[src/rtl/sub_pkg.sv]
// Shared types and elaboration-time helpers for the serial subtractor.
package sub_pkg;

   typedef enum logic [1:0] {IDLE, RUN, DONE} state_t;

   // Number of slice cycles; returns 0 when n is not a multiple of k so the top can reject it.
   function automatic int unsigned cycles_f(input int unsigned n, input int unsigned k);
      if (k == 0 || (n % k) != 0) return 0;
      return n / k;
   endfunction

   function automatic int unsigned cnt_width_f(input int unsigned n, input int unsigned k);
      int unsigned c;
      c = cycles_f(n, k);
      if (c <= 1) return 1;
      return $clog2(c);
   endfunction

endpackage

[src/rtl/sub_slice_k.sv]
// Combinational K-bit ripple of full-subtractor cells: diff = x - y - bi.
module sub_slice_k #(
   parameter int unsigned K = 1
) (
   input  logic [K-1:0] x,
   input  logic [K-1:0] y,
   input  logic         bi,
   output logic [K-1:0] diff,
   output logic         bo
);

   logic w_b;

   always_comb begin
      diff = '0;
      w_b  = bi;
      for (int unsigned i = 0; i < K; i++) begin
         diff[i] = x[i] ^ y[i] ^ w_b;
         w_b     = (~x[i] & y[i]) | (~(x[i] ^ y[i]) & w_b);
      end
      bo = w_b;
   end

endmodule

[src/rtl/serial_subtractor_n.sv]
// Multi-cycle N-bit subtractor d = a - b - bin, K bits per clock LSB-first,
// with start/busy/done handshake and borrow/zero/negative/overflow flags.
module serial_subtractor_n
   import sub_pkg::*;
#(
   parameter int unsigned N = 4,
   parameter int unsigned K = 1
) (
   input  logic         clk,
   input  logic         rst,
   input  logic         start,
   input  logic [N-1:0] a,
   input  logic [N-1:0] b,
   input  logic         bin,
   output logic         busy,
   output logic         done,
   output logic [N-1:0] d,
   output logic         bout,
   output logic         zero,
   output logic         neg,
   output logic         ovf
);

   localparam int unsigned CYCLES = cycles_f(N, K);
   localparam int unsigned CW     = cnt_width_f(N, K);

   if (CYCLES == 0 || N < 2) begin : g_bad_params
      $error("serial_subtractor_n: N must be >= 2 and a multiple of K");
   end

   state_t          r_state, w_state_nx;
   logic [N-1:0]    r_a, r_b, r_res;
   logic            r_borrow, r_a_msb, r_b_msb;
   logic [CW-1:0]   r_cnt;
   logic [N-1:0]    r_d;
   logic            r_bout, r_zero, r_neg, r_ovf;

   logic [K-1:0]    w_diff;
   logic            w_bo;
   logic [N+K-1:0]  w_cat;
   logic [N-1:0]    w_res_nx;
   logic            w_last;

   sub_slice_k #(.K(K)) u_slice (
      .x    (r_a[K-1:0]),
      .y    (r_b[K-1:0]),
      .bi   (r_borrow),
      .diff (w_diff),
      .bo   (w_bo)
   );

   // New slice enters from the MSB side; written as a wide shift so K == N needs no special case.
   assign w_cat    = {w_diff, r_res} >> K;
   assign w_res_nx = w_cat[N-1:0];
   assign w_last   = (r_cnt == CW'(CYCLES - 1));

   always_ff @(posedge clk) begin
      if (rst) r_state <= IDLE;
      else     r_state <= w_state_nx;
   end

   always_comb begin
      w_state_nx = r_state;
      busy       = 1'b0;
      done       = 1'b0;
      case (r_state)
         IDLE: if (start) w_state_nx = RUN;
         RUN: begin
            busy = 1'b1;
            if (w_last) w_state_nx = DONE;
         end
         DONE: begin
            done       = 1'b1;
            w_state_nx = IDLE;
         end
         default: w_state_nx = IDLE;
      endcase
   end

   always_ff @(posedge clk) begin
      if (rst) begin
         r_a      <= '0;
         r_b      <= '0;
         r_res    <= '0;
         r_borrow <= 1'b0;
         r_a_msb  <= 1'b0;
         r_b_msb  <= 1'b0;
         r_cnt    <= '0;
         r_d      <= '0;
         r_bout   <= 1'b0;
         r_zero   <= 1'b0;
         r_neg    <= 1'b0;
         r_ovf    <= 1'b0;
      end else begin
         case (r_state)
            IDLE: if (start) begin
               r_a      <= a;
               r_b      <= b;
               r_borrow <= bin;
               r_a_msb  <= a[N-1];
               r_b_msb  <= b[N-1];
               r_cnt    <= '0;
            end
            RUN: begin
               r_a      <= r_a >> K;
               r_b      <= r_b >> K;
               r_res    <= w_res_nx;
               r_borrow <= w_bo;
               r_cnt    <= r_cnt + CW'(1);
               if (w_last) begin
                  r_d    <= w_res_nx;
                  r_bout <= w_bo;
                  r_zero <= (w_res_nx == '0);
                  r_neg  <= w_res_nx[N-1];
                  r_ovf  <= (r_a_msb != r_b_msb) && (w_res_nx[N-1] != r_a_msb);
               end
            end
            default: ;
         endcase
      end
   end

   assign d    = r_d;
   assign bout = r_bout;
   assign zero = r_zero;
   assign neg  = r_neg;
   assign ovf  = r_ovf;

endmodule

[config.mk]
export PLATFORM = sky130hd
export DESIGN_NAME = serial_subtractor_n
export DESIGN_NICKNAME = d
export VERILOG_FILES = /design/src/rtl/sub_pkg.sv /design/src/rtl/sub_slice_k.sv /design/src/rtl/serial_subtractor_n.sv
export SDC_FILE = /design/constraint.sdc
export NUM_CORES = 1
export LEC_CHECK = 0
export BUFFER_PORTS_ARGS = -buffer_cell sky130_fd_sc_hd__buf_2
export CAP_MARGIN = 20
export CORE_MARGIN = 4
export CORE_UTILIZATION = 55
export CTS_BUF_LIST = sky130_fd_sc_hd__clkbuf_4
export DETAILED_ROUTE_END_ITERATION = 10
export PLACE_DENSITY = 0.9
export RECOVER_POWER = 50
export SLEW_MARGIN = 30
export SYNTH_ARGS = -nofsm -noshare
export SYNTH_HDL_FRONTEND = slang
export SYNTH_SLANG_ARGS = --single-unit
[constraint.sdc]
create_clock -name clk -period 1.6 [get_ports clk]
set_input_delay 0.32 -clock clk [delete_from_list [all_inputs] [get_ports clk]]
set_output_delay 0.32 -clock clk [all_outputs]
set_load 0.1 [all_outputs]
==> run metrics <==
PD cells 942 nW/um^2; Final Power 0.00115 W; required time worst endpoint 1.28 ns; crit end category primary output; post-synthesis register bit count 25; Max-Cap Viols 0; Hold WS 0.262 ns; Mapped Cells 112; Critical Path AT 1.22 ns; Worst R2R Setup Slack 0.09 ns; CTS tree built; port bufs 21; VDD IR max 0.765 mV; Final Max Slew Viols 0; Hold WC Path Type in -> reg; core footprint 1780 um^2; Starting Density 59.4%; setup_tns 0 ns; synthesized area per cell 9.46 um^2; GP Congestion 0.854; nets 145; register area 503 um^2; CTS Sinks 25; final count of hold timing violations 0; clock-pin slew on the worst setup and hold paths 0.12 ns; Worst Hold End r_a_msb; drt drc 0; Initial DRC Count 13; clk_lat worst skew 0.32 ns; post-synthesis sequential area ratio 47.2%; slew margin rel. 64.7%; Post-synth EDFFs 0; vias in the first global route 837; worst slew pin tran 0.529 ns; height of the die 51.9 um; hold_sp a[3]; HPWL after detailed placement 1.61 mm; Reg2Reg Depth 5; P_leak 0.503 nW; Vias/cell 5.46; die area 2690 um^2; Post-synth ARST share 0%; Root Buffer clkbuf_4; CP max FO 4; fmax 0.648 GHz; yosys warns 0; # H-tree levels 1; multi-input logic area 502 um^2; Setup-failing EPs final 0; capturing point of the worst reg2reg path zero; Top Ports 22; layout cells sized above 1 25.4%; syn_nets 126; Synth Flop Type dfxtp_1; post-synth top area share 47.2%; Distinct cells, synth 26; Final Cycle Share 96.5%; Area growth, synth to finish 15.1%; Synth area leader dfxtp_1; WL final 2.24 mm; Layout Skew 0.00647 ns; num rows 15; antenna violations before repair 0; Avg WL per Cell 14.5 um; DRT Pass-1 Iters 4; GRT Total Usage 18.9%; hold-fix buffers at CTS 0; # fillers 150; DIE WIDTH 51.9 um; global-route wire length before repair 3.79 mm; status complete, no violations; clk buf depth 2; hold path cells 3; GR Overflow Total 0; largest net degree at the start of global routing 26; crit path kind reg -> out; Final ANT Viol Nets 0; top post-synthesis cells by area dfxtp_1 47%, mux2i_1 9.4%, a211oi_1 6.4%; reg2reg start r_b[0]; Critical Path Start Type register; Final min period 1.54 ns; Netlist Area Pre-Place 1060 um^2; RSZ-0062 raised after global routing false; TritonCTS Buffers 3; Ant. Diodes 0; vias 847
==> layout by cell type (no fill, tap or decap), types with 2 or more instances in the layout <==
cell / instances
dfxtp_1: 23
a211oi_1: 9
inv_1: 2
a211oi_2: 2
nand2_1: 12
clkbuf_4: 4
buf_2: 19
buf_12: 2
a22oi_1: 2
mux2i_1: 10
dfxtp_2: 2
nand3b_1: 2
a21oi_1: 9
nor2_1: 18
==> critical path, stage by stage (launching register included) <==
cell and delay [ns]:
dfxtp_1 0.38, nor2b_2 0.31, buf_12 0.22
==> sequential cells by signal, indices dropped and copies added (netlist names) <==
signal and flops:
r_b_msb 1, d 4, r_a_msb 1, r_res 3, r_b 4, r_borrow 1, r_state 2, r_cnt 2
zero 1, r_a 4, ovf 1, bout 1
==> metrics by stage <==
step / utilization (%) / setup slack (ns) / area (um^2) / std cells
floorplan: - / 0.177 / 1070 / 112
global placement: 67.0 / 0.179 / 1190 / 151
detailed placement: 67.0 / 0.113 / 1190 / 151
CTS: 68.8 / 0.0147 / 1230 / 155
global route: 68.4 / 0.00594 / 1220 / 155
finish: 68.4 / 0.0565 / 1220 / 155
==> metal layers <==
metal	wire length, um	global-route usage [%]	vias up
met1	996	23.5	408
met3	125	6.30	2
met5	0	0	-
li1	-	-	421
met2	1110	32.2	16
met4	13	2.62	0
==> what timing repair did <==
item                       in CTS  in global routing
gates resized for setup         1                  1
buffers inserted                0                  0
pin swaps                       0                  0
setup endpoints to repair       1                  2
==> cell families after synthesis <==
kind of cell / after synthesis / synth area share, %
adder cells (fa/ha/maj): 2 / 3.07
multiplexers: 10 / 9.45
buffers and inverters: 11 / 5.90
AO/OA/AOI/OAI: 25 / 17.1
AND/OR/NAND/NOR: 39 / 17.2
flip-flops: 25 / 47.2
==> area by class of cell <==
| class | count | share of cell area (%) |
|---|---|---|
| Clock buffer | 4 | 2.46 |
| Inverter | 2 | 0.615 |
| Multi-Input combinational cell | 76 | 41.1 |
| Sequential cell | 25 | 41.2 |
| Tap cell | 25 | 2.56 |
| Timing Repair Buffer | 23 | 12.0 |
==> synth_stat cells (2+ instances only) <==
library cell	instances
buf_4	3
a21oi_1	9
a211oi_1	9
buf_2	2
nand2_1	12
dfxtp_1	25
a211oi_2	2
nor2b_1	2
inv_1	2
buf_1	2
nor2_1	18
a22oi_1	2
nand3b_1	2
mux2i_1	10
==> power by group <==
group          internal, W  total (W)  switching, W
Combinational    0.0000755   0.000181      0.000106
Sequential        0.000654   0.000675     0.0000215
Clock             0.000115   0.000293      0.000179
Total             0.000844    0.00115      0.000306
==> worst max path at each step <==
stage,slack (ns),start,cells past startpoint,end
finish,0.06,r_state[0],2,busy
global route,0.006,r_state[0],2,busy
CTS,0.01,r_state[1],2,busy
detailed placement,0.11,r_b[0],5,zero
global placement,0.18,r_b[0],5,zero
floorplan,0.18,r_state[0],5,r_res[1]
Power figures use the tool's default switching activity.
